**src/rtl/fifo_param_sync.sv**
```systemverilog
// Parameterised single-clock FIFO with optional first-word-fall-through read,
// almost-full/empty thresholds, occupancy/high-water reporting and sticky error flags.
module fifo_param_sync #(
    parameter int WIDTH           = 8,
    parameter int ENTRIES         = 4,
    parameter int FWFT            = 0,
    parameter int ALMOST_FULL_TH  = ENTRIES - 1,
    parameter int ALMOST_EMPTY_TH = 1,
    localparam int CW             = $clog2(ENTRIES + 1)
) (
    input  logic             clk,
    input  logic             rst,
    input  logic             in_clear_err,
    input  logic             in_read_ctrl,
    input  logic             in_write_ctrl,
    input  logic [WIDTH-1:0] in_write_data,
    output logic [WIDTH-1:0] out_read_data,
    output logic             out_read_valid,
    output logic             out_is_full,
    output logic             out_is_empty,
    output logic             out_almost_full,
    output logic             out_almost_empty,
    output logic [CW-1:0]    out_count,
    output logic [CW-1:0]    out_high_water,
    output logic             out_overflow,
    output logic             out_underflow
);
    localparam int PW = $clog2(ENTRIES);
    localparam int unsigned N = ENTRIES;
    localparam logic [CW-1:0] DEPTH    = CW'(ENTRIES);
    localparam logic [CW-1:0] AF_TH    = CW'(ALMOST_FULL_TH);
    localparam logic [CW-1:0] AE_TH    = CW'(ALMOST_EMPTY_TH);
    localparam logic [PW-1:0] LAST_PTR = PW'(ENTRIES - 1);

    if (WIDTH < 1) begin : g_bad_width
        $error("fifo_param_sync: WIDTH must be 1 or more");
    end
    if (ENTRIES < 2) begin : g_bad_entries
        $error("fifo_param_sync: ENTRIES must be 2 or more");
    end
    if (ALMOST_FULL_TH < 1 || ALMOST_FULL_TH > ENTRIES) begin : g_bad_af
        $error("fifo_param_sync: ALMOST_FULL_TH out of range 1..ENTRIES");
    end
    if (ALMOST_EMPTY_TH < 0 || ALMOST_EMPTY_TH > ENTRIES - 1) begin : g_bad_ae
        $error("fifo_param_sync: ALMOST_EMPTY_TH out of range 0..ENTRIES-1");
    end

    logic [WIDTH-1:0] mem [ENTRIES];
    logic [PW-1:0]    wr_ptr, rd_ptr;
    logic [CW-1:0]    count, count_next, high_water;
    logic             full, empty, almost_full, almost_empty;
    logic             overflow, underflow;
    logic             rd_acc, wr_acc;

    // Explicit wrap so non-power-of-two depths never index past the array.
    function automatic logic [PW-1:0] ptr_inc(input logic [PW-1:0] p);
        return (p == LAST_PTR) ? '0 : p + PW'(1);
    endfunction

    always_comb begin
        rd_acc     = in_read_ctrl & ~empty;
        wr_acc     = in_write_ctrl & (~full | rd_acc);
        count_next = count;
        if (wr_acc && !rd_acc) begin
            count_next = count + CW'(1);
        end else if (rd_acc && !wr_acc) begin
            count_next = count - CW'(1);
        end
    end

    always_ff @(posedge clk) begin
        if (wr_acc && !rst) begin
            mem[wr_ptr] <= in_write_data;
        end
    end

    always_ff @(posedge clk) begin
        if (rst) begin
            wr_ptr       <= '0;
            rd_ptr       <= '0;
            count        <= '0;
            full         <= 1'b0;
            empty        <= 1'b1;
            almost_full  <= 1'b0;
            almost_empty <= 1'b1;
            high_water   <= '0;
            overflow     <= 1'b0;
            underflow    <= 1'b0;
        end else begin
            if (wr_acc) wr_ptr <= ptr_inc(wr_ptr);
            if (rd_acc) rd_ptr <= ptr_inc(rd_ptr);
            count        <= count_next;
            full         <= (count_next == DEPTH);
            empty        <= (count_next == '0);
            almost_full  <= (count_next >= AF_TH);
            almost_empty <= (count_next <= AE_TH);
            if (in_clear_err) begin
                high_water <= count_next;
            end else if (count_next > high_water) begin
                high_water <= count_next;
            end
            // A fresh error in the clearing cycle keeps the flag set.
            overflow  <= (in_write_ctrl & ~wr_acc) | (overflow & ~in_clear_err);
            underflow <= (in_read_ctrl & ~rd_acc) | (underflow & ~in_clear_err);
        end
    end

    if (FWFT != 0) begin : g_fwft
        assign out_read_data  = empty ? '0 : mem[rd_ptr];
        assign out_read_valid = ~empty;
    end else begin : g_reg_read
        logic [WIDTH-1:0] rdata;
        logic             rvalid;
        always_ff @(posedge clk) begin
            if (rst) begin
                rdata  <= '0;
                rvalid <= 1'b0;
            end else begin
                rvalid <= rd_acc;
                if (rd_acc) rdata <= mem[rd_ptr];
            end
        end
        assign out_read_data  = rdata;
        assign out_read_valid = rvalid;
    end

    assign out_is_full      = full;
    assign out_is_empty     = empty;
    assign out_almost_full  = almost_full;
    assign out_almost_empty = almost_empty;
    assign out_count        = count;
    assign out_high_water   = high_water;
    assign out_overflow     = overflow;
    assign out_underflow    = underflow;

    a_count_bound: assert property (@(posedge clk) disable iff (rst) count <= DEPTH);
    a_full_empty:  assert property (@(posedge clk) disable iff (rst) !(full && empty));
    a_ptr_rel:     assert property (@(posedge clk) disable iff (rst)
                       32'(wr_ptr) == (32'(rd_ptr) + 32'(count)) % N);

    for (genvar i = 0; i <= ENTRIES; i++) begin : g_cov
        c_count: cover property (@(posedge clk) count == CW'(i));
    end
endmodule

```
**config.mk**
```make
export PLATFORM = sky130hd
export DESIGN_NAME = fifo_param_sync
export DESIGN_NICKNAME = d
export VERILOG_FILES = /design/src/rtl/fifo_param_sync.sv
export SDC_FILE = /design/constraint.sdc
export NUM_CORES = 1
export LEC_CHECK = 0
export ABC_AREA = 1
export CAP_MARGIN = 20
export CORE_ASPECT_RATIO = 0.9
export CORE_UTILIZATION = 25
export CTS_CLUSTER_SIZE = 40
export DETAILED_ROUTE_END_ITERATION = 8
export PLACE_DENSITY = 0.51
export SYNTH_ARGS = -nofsm -noshare
export SYNTH_HDL_FRONTEND = slang
export SYNTH_SLANG_ARGS = --single-unit
export TNS_END_PERCENT = 50
```
**constraint.sdc**
```tcl
create_clock -name clk -period 2.6 [get_ports clk]
set_clock_uncertainty 0.2 [all_clocks]
set_input_delay 0.39 -clock clk [delete_from_list [all_inputs] [get_ports clk]]
set_output_delay 0.39 -clock clk [all_outputs]
set_load 0.05 [all_outputs]
```
Word-level counts from Yosys, hierarchy flattened --
Memories as Yosys holds them, arrays and structs flattened. A register that Yosys moved wholly into a read port is not among the register bits. Index checks and enable logic that the tools add are counted.
Cells by class: order comparisons 3, $add $sub $neg 4, multiplexer cells 8, equality and inequality tests 3, bitwise operators 14, reductions and logical operators 8
Operators by type and width (count):
- 3-bit 2-to-1 mux | 4
- 1-bit AND | 6
- 1-bit NOT | 5
- 2-bit by 1-bit adder with 2-bit output, second input constant | 2
- 2-bit == test, second input constant | 2
- 2-bit 2-to-1 mux | 2
- 3-bit by 1-bit adder with 3-bit output, second input constant | 1
- 3-bit == test, second input constant | 1
- 3-bit by 2-bit greater-or-equal comparator with 1-bit output, second input constant | 1
- 3-bit > comparator | 1
- 3-bit by 1-bit less-or-equal comparator with 1-bit output, second input constant | 1
- 1-bit logical AND | 3
- 1-bit logical NOT | 3
- 3-bit logical NOT | 1
- 1-bit OR | 3
- 3-bit by 1-bit subtractor with 3-bit output, second input constant | 1
- 1-bit 2-to-1 mux | 2
- 2-bit nonzero test | 1
Word-level totals: input port bits 13, bits in writable memories 32, output and inout port bits 21, bits in registers 17, memories kept 1, word-level logic and storage cells 52
Memory list:
- mem | words 4, width 8, read ports 1, clocked after Yosys merged registers in 1, write ports 1, RTL line 48 | logic [WIDTH-1:0] mem [ENTRIES];

Longest topological paths before layout --
Gate-level depths: netlist (run 1).
word-level depth 11, mapped depth 14, depth with buffers taken out 14

Least setup slack after synthesis (run 1) --
No wires, ideal clock.
kind register to register, from register empty, in the netlist out_is_empty, to register high_water[0], in the netlist out_high_water[0], data arrival time 2.141 ns, library setup time 0.115 ns, setup slack 0.144 ns, clock period less this slack 2.456 ns, data required time 2.285 ns, buffers on the path 0, cell stages (with the launch flop) 14, path through dfxtp_1 -> inv_2 -> nand2_4 -> nand3_4 -> nand2_1 -> xor2_2 -> inv_1 -> ha_1 -> o21ai_0 -> nand3_1 -> nand2_1 -> nand2_2 -> a21oi_1 -> nor2_1
Between the ends: word-level cells in the longest chain between the ends 10, elaborated cells on any way between the ends 14, classes of those cells order compare (1); mux (4); bitwise (4); reduce/logical (5)
RTL lines:
- start: declaration | RTL line 51 | logic full, empty, almost_full, almost_empty;
- start signal: assignment | RTL line 94 | empty <= (count_next == '0);
- 1-bit NOT (*) | RTL line 61 | rd_acc = in_read_ctrl & ~empty;
- 1-bit AND (*) | RTL line 61
- 1-bit OR | RTL line 62 | wr_acc = in_write_ctrl & (~full | rd_acc);
- 1-bit AND | RTL line 62
- 1-bit logical NOT | RTL line 66 | end else if (rd_acc && !wr_acc) begin
- 1-bit logical AND | RTL line 66
- 3-bit 2-to-1 mux | RTL line 66
- 3-bit 2-to-1 mux (*) | RTL line 64 | if (wr_acc && !rd_acc) begin
- 3-bit > comparator / 3-bit 2-to-1 mux (equally long branches) | RTL line 99 | end else if (count_next > high_water) begin
- 2-bit nonzero test (no source line) / 3-bit 2-to-1 mux (equally long branches)
- end signal: assignment | RTL line 98 | high_water <= count_next;
- end signal: assignment | RTL line 100 | high_water <= count_next;
- end: declaration | RTL line 50 | logic [CW-1:0] count, count_next, high_water;
Every way passes the cells marked *; elsewhere a longest branch is shown, timed or not. The select of a mux whose other input is x is not followed. A chain may end at the register's enable or synchronous reset.

Final worst setup path (run 1) --
from input port in_write_ctrl, to register high_water[1], in the netlist out_high_water[1]
Between the ends: word-level cells in the longest chain between the ends 7, elaborated cells on any way between the ends 10, classes of those cells order compare (1); mux (4); bitwise (1); reduce/logical (4)
RTL lines:
- start: declaration | RTL line 15 | input logic in_write_ctrl,
- 1-bit AND (*) | RTL line 62
- 1-bit logical NOT | RTL line 66
- 1-bit logical AND | RTL line 66
- 3-bit 2-to-1 mux | RTL line 66
- 3-bit 2-to-1 mux (*) | RTL line 64
- 3-bit > comparator / 3-bit 2-to-1 mux (equally long branches) | RTL line 99
- 2-bit nonzero test (no source line) / 3-bit 2-to-1 mux (equally long branches)
Marked as above.

==> metrics.yaml, run 1 <==
status:
  outcome: "finished, final reports clean"
cells_and_area:
  multiInputGateArea_um2: 763
  drive_gt1_share_pct: 13.3
  area_growth_pct: 31.3
  fin_nets: 317
  register_area_um2: 1460
  fill_cells: 953
  diodes: 0
synth:
  synth_common_cells: "nor2_1, inv_1, edfxtp_1"
  synthArstFlopShare_pct: 0
  yosys.area.top_type: "edfxtp_1"
  synth_area_um2: 2380
  synthTopCellsByArea: "edfxtp_1, dfxtp_1, nor2_1"
  synth.most_common_cell: "nor2_1"
  yosysSeqAreaShare_pct: 61.4
  avgSynthCellArea_um2: 9.84
  synth_flop_cell: "edfxtp_1"
  post_synth_num_cell_types: 24
  synth_top_area_share_pct: 40.4
  ys_seq_elements: 57
  synth_fp_nets: 263
  synth_cells: 242
  yosys_warnings: 0
  synth_edf_count: 32
pwr:
  p_per_area_nw_per_um2: 877
  ir_drop_mv: 0.302
  p_leak_nw: 1.30
setup_path:
  crit_required_ns: 2.63
  reg2reg_depth: 13
  cp-start-kind: "primary input"
  critical_path.max_fanout: 4
  r2r-end: "out_high_water[1]"
  arrival_ns: 2.39
  end_kind: "flop"
  crit_type: "primary input to flop"
  reg2reg_from: "out_is_empty"
  r2r_setup_slack_ns: 0.42
hold_path:
  hold_class: "flop to flop"
  holdPathStages: 2
  min_to: "out_underflow"
  hold_start: "out_underflow"
global_route:
  met3_usage_pct: 3.80
  use_met2_pct: 16.7
  grt_antenna_before_repair: 0
  grt_max_degree: 20
  grt_use_total_pct: 11.1
  grt_first_pass_wirelength_um: 8140
  grtUsageMet1_pct: 14.4
  busiest_layer: "met2"
  gr-total-overflow: 0
  grt_pass1_vias: 1638
timing:
  rsz0062_at_grt: "false"
  slew-limit-headroom_pct: 63.9
  finalSetupViolCount: 0
  period_needed_ns: 2.36
  fmax_mhz: 423
  fin_ws_ns: 0.236
  fin_crit_sh_pct: 90.9
  hold_slack_ns: 0.266
  drv_slew: 0
  hold_violations: 0
  worst_pin_slew_ns: 0.539
placement:
  gp_congestion: 0.745
  preCtsSetupSlack_ns: -0.101
  io_buffers: 33
  dpl.hpwl_um: 3550
route:
  drt-total-wl_um: 5050
  drc: 0
  detail-route-antenna-nets: 0
  firstDrtPassIters: 4
  drt_iter0_drc: 54
  vias: 1748
  vias_per_cell: 4.13
  wl_per_cell_um: 11.9
cts:
  cts_buffer_depth: 2
  clk-insertion-delay-late_ns: 0.34
  cts_setup_buffers: 0
  ctsResizeCount: 0
  postCtsHoldBufs: 0
  clk_pin_slew_ns: 0.07
  cts_buffers: 9
  cts.htree.levels: 3
  clock-sinks: 57
  cts_tree: "done"
  cts-root-buf: "clkbuf_8"
die:
  die_y_um: 94.6
  core_um2: 9170
  rows: 33
  dieWidth_um: 105
  start_util_pct: 26.0
  boundaryPins: 34
  dieArea_um2: 9920
run:
  drv_cap: 0
## cells in the final DEF (no fill, tap or decap), types with 2 or more instances in the layout
cell type,n
a21oi_1,9
buf_4,15
clkbuf_8,9
clkdlybuf4s50_1,33
clkinv_2,2
clkinvlp_4,2
dfxtp_1,25
edfxtp_1,32
ha_1,8
inv_1,34
inv_2,2
nand2_1,23
nand2_2,2
nand2_4,2
nand3_1,7
nor2_1,47
o21ai_0,29
o22ai_1,8
## worst max-delay path by stage
stage / to / startpoint / cells after the start
finish: out_high_water[1] / in_write_ctrl / 13
global route: out_high_water[1] / in_write_ctrl / 13
CTS: out_high_water[0] / in_write_ctrl / 13
detailed placement: out_high_water[0] / in_write_ctrl / 13
global placement: out_high_water[0] / in_write_ctrl / 13
floorplan: out_high_water[0] / out_is_empty / 13
## logic make-up after synthesis
logic type,share of synthesized area (%)
adder cells (fa/ha/maj),4.20
buffers and inverters,6.57
flip-flops,61.4
XOR/XNOR,1.05
AND/OR/NAND/NOR,15.9
AO/OA/AOI/OAI,10.9
## through the flow
stage	TNS, ns	utilization, %	instance area (um^2)	std cells	power [W]
global route	0	34.1	3130	423	0.00291
floorplan	0	-	2380	242	0.00175
global placement	-0.00683	32.2	2960	407	0.00205
finish	0	34.1	3130	423	0.00274
CTS	0	34.1	3130	423	0.00277
detailed placement	-0.201	32.2	2960	407	0.00207
## critical path, cell delays in order
cell and delay [ns]:
clkdlybuf4s50_1 0.58, inv_1 0.12, nand2_4 0.08, nand2_1 0.08, xor2_2 0.15, inv_1 0.08, ha_1 0.29, o21ai_0 0.17
nand3_1 0.09, nand2_1 0.07, nand2_2 0.07, a21oi_1 0.15, nor2_1 0.06
## registers in the layout (all words and copies together), names as in the netlist
name and cells:
out_underflow 1, out_count 3, out_overflow 1, mem 32
out_almost_full 1, out_high_water 3, out_almost_empty 1, out_read_valid 1
rd_ptr 2, out_is_full 1, wr_ptr 2, out_is_empty 1
out_read_data 8
## routing by layer
layer / routed length [um] / part of all wire [%]
met3: 231 / 4.6
met5: 0 / 0
met2: 2120 / 42
met4: 89 / 1.8
met1: 2610 / 52
## report_power, final
| group | switching (W) | internal, W | leakage [nW] |
|---|---|---|---|
| registers | 0.0000684 | 0.00105 | 0.496 |
| logic | 0.000599 | 0.000327 | 0.718 |
| clock network | 0.000358 | 0.000342 | 0.0830 |
| total | 0.00103 | 0.00172 | 1.30 |
## area by class of cell
class                           instances  share of cell area (%)
Multi-Input combinational cell        144                    24.4
Inverter                               36                    4.32
Tap cell                              122                    4.88
Clock inverter                          7                    1.48
Clock buffer                            9                    3.96
Timing Repair Buffer                   48                    14.2
Sequential cell                        57                    46.8
(Power assumes the default switching activity.)
==> run 2: changes to the inputs <==
- CTS_BUF_LIST: unset -> sky130_fd_sc_hd__clkbuf_4
- SETUP_SLACK_MARGIN: unset -> 0.1
==> metrics.yaml, run 2 (synthesized netlist as in run 1, its figures left out) <==
status:
  outcome: "finished, final reports clean"
route:
  vias_per_cell: 4.14  # +0.17%
  drt_iter0_drc: 49  # -9.3%
  detail-route-antenna-nets: 0  # unchanged
  wl_per_cell_um: 11.9  # -0.77%
  drt-total-wl_um: 5010  # -0.77%
  firstDrtPassIters: 4  # unchanged
  vias: 1751  # +0.17%
  drc: 0  # unchanged
timing:
  period_needed_ns: 2.30  # -0.0620 ns
  hold_violations: 0  # unchanged
  slew-limit-headroom_pct: 64.8  # +0.81 points
  worst_pin_slew_ns: 0.527  # -0.0121 ns
  finalSetupViolCount: 0  # unchanged
  fmax_mhz: 434  # +2.7%
  rsz0062_at_grt: "false"
  drv_slew: 0  # unchanged
  fin_crit_sh_pct: 88.5  # -2.4 points
  fin_ws_ns: 0.298  # +0.0620 ns
cells_and_area:
  multiInputGateArea_um2: 763  # unchanged
  fin_cells: 423  # unchanged
  area_growth_pct: 28.9
  drive_gt1_share_pct: 13.3  # unchanged
  register_area_um2: 1460  # unchanged
  fill_cells: 950  # -0.31%
  post-route-util_pct: 33.5  # -0.61 points
  layout_commonest_cell: "nor2_1"
  largest_reg_flops: 32  # unchanged
  final_cell_area_um2: 3070  # -1.8%
  final_cell_mix: "nor2_1, inv_1, clkdlybuf4s50_1, edfxtp_1, o21ai_0"
  fin_nets: 317  # unchanged
  diodes: 0  # unchanged
  regMostFlops: "mem"
setup_path:
  path_delay_family: "buffers and inverters"
  end_kind: "flop"
  arrival_ns: 2.40  # about the same
  r2r-end: "out_high_water[1]"
  reg2reg_from: "out_is_empty"
  path_buf_inv: 3  # unchanged
  cp_cell_sequence: "clkdlybuf4s50_1, inv_1, nand2_4, nand2_1, xor2_2, inv_1, ha_1, o21ai_0, nand3_1, nand2_1, nand2_2, a21oi_1, nor2_1"
  critPathSlowestCell: "clkdlybuf4s50_1"
  r2r_setup_slack_ns: 0.41  # about the same
  crit_type: "primary input to flop"
  cp-start-kind: "primary input"
  max_stage_delay_ns: 0.58  # about the same
  critical_path.max_fanout: 4  # unchanged
  reg2reg_depth: 13  # unchanged
  crit_required_ns: 2.69  # +0.06 ns
cts:
  cts_setup_buffers: 0  # unchanged
  cts_buffer_depth: 2  # unchanged
  clk-insertion-delay-late_ns: 0.40  # +0.06 ns
  cts.htree.levels: 3  # unchanged
  clk_pin_slew_ns: 0.10  # +0.03 ns
  cts_buffers: 9  # unchanged
  postCtsHoldBufs: 0  # unchanged
  ctsResizeCount: 0  # unchanged
  cts-root-buf: "clkbuf_4"
  cts_tree: "done"
  clock-sinks: 57  # unchanged
global_route:
  grt_max_degree: 20  # unchanged
  grt_antenna_before_repair: 0  # unchanged
  grt_first_pass_wirelength_um: 8090  # -0.60%
  grt_use_total_pct: 11.0  # -0.11 points
  gr-total-overflow: 0  # unchanged
  grt_pass1_vias: 1642  # +0.24%
placement:
  preCtsSetupSlack_ns: -0.101  # unchanged
  dpl.hpwl_um: 3550  # unchanged
  gp_congestion: 0.745  # unchanged
  placedCellCount: 407  # unchanged
  placed_cell_area_um2: 2960  # unchanged
  io_buffers: 33  # unchanged
die:
  dieWidth_um: 105  # unchanged
  start_util_pct: 26.0  # unchanged
  rows: 33  # unchanged
  boundaryPins: 34  # unchanged
  die_y_um: 94.6  # unchanged
  dieArea_um2: 9920  # unchanged
  core_um2: 9170  # unchanged
hold_path:
  hold_start: "out_underflow"
  hold_class: "flop to flop"
  min_to: "out_underflow"
  holdPathStages: 2  # unchanged
pwr:
  p_leak_nw: 1.27  # -1.8%
  ir_drop_mv: 0.286  # -5.4%
  p_per_area_nw_per_um2: 836  # -4.7%
run:
  drv_cap: 0  # unchanged
run 2: layer usage:
layer	track usage, %	vias up	routed length (um)
met2	16.6	45	2150
met1	14.3	793	2530
li1	-	905	-
met4	5.05	0	83
met5	0	-	0
met3	3.59	8	252
run 2: worst register-to-register path, cell delays in order (launching register included):
cell	delay (ns)
dfxtp_1	0.44
inv_2	0.07
nand2_4	0.07
nand3_4	0.06
nand2_1	0.11
xor2_2	0.17
inv_1	0.08
ha_1	0.29
o21ai_0	0.17
nand3_1	0.09
nand2_1	0.07
nand2_2	0.07
a21oi_1	0.15
nor2_1	0.06
run 2: report_power, final:
group / internal [W] / switching (W)
combinational: 0.000327 / 0.000599
clock: 0.000194 / 0.000334
sequential: 0.00105 / 0.0000680
total: 0.00157 / 0.00100
run 2: area by class of cell:
class | instances | share of cell area, %
clock buffer | 9 | 2.20
clock inverter | 7 | 1.51
inverter | 36 | 4.40
multi-input combinational | 144 | 24.9
sequential | 57 | 47.6
tap | 122 | 4.97
timing repair buffer | 48 | 14.4
run 2: worst max path at each step:
stage                       start           endpoint  slack [ns]  cells after the start
finish              in_write_ctrl  out_high_water[1]        0.30                     13
global route        in_write_ctrl  out_high_water[1]        0.18                     13
CTS                  out_count[2]       out_count[2]        0.29                      1
detailed placement  in_write_ctrl  out_high_water[0]       -0.10                     13
global placement    in_write_ctrl  out_high_water[0]      -0.007                     13
floorplan            out_is_empty  out_high_water[0]        0.14                     13
run 2: metrics by stage:
step	setup TNS, ns	hold slack (ns)	total power [W]
3_5_place_dp	-0.201	0.262	0.00207
2_1_floorplan	0	0.274	0.00175
5_1_grt	0	0.309	0.00274
3_3_place_gp	-0.00683	0.254	0.00205
6_report	0	0.273	0.00257
4_1_cts	0	0.277	0.00260
==> run 3: changes to the inputs <==
- CAP_MARGIN: 20 -> unset
==> results of run 3 <==
The final DEF is identical to that of run 2; final timing and power are the same.
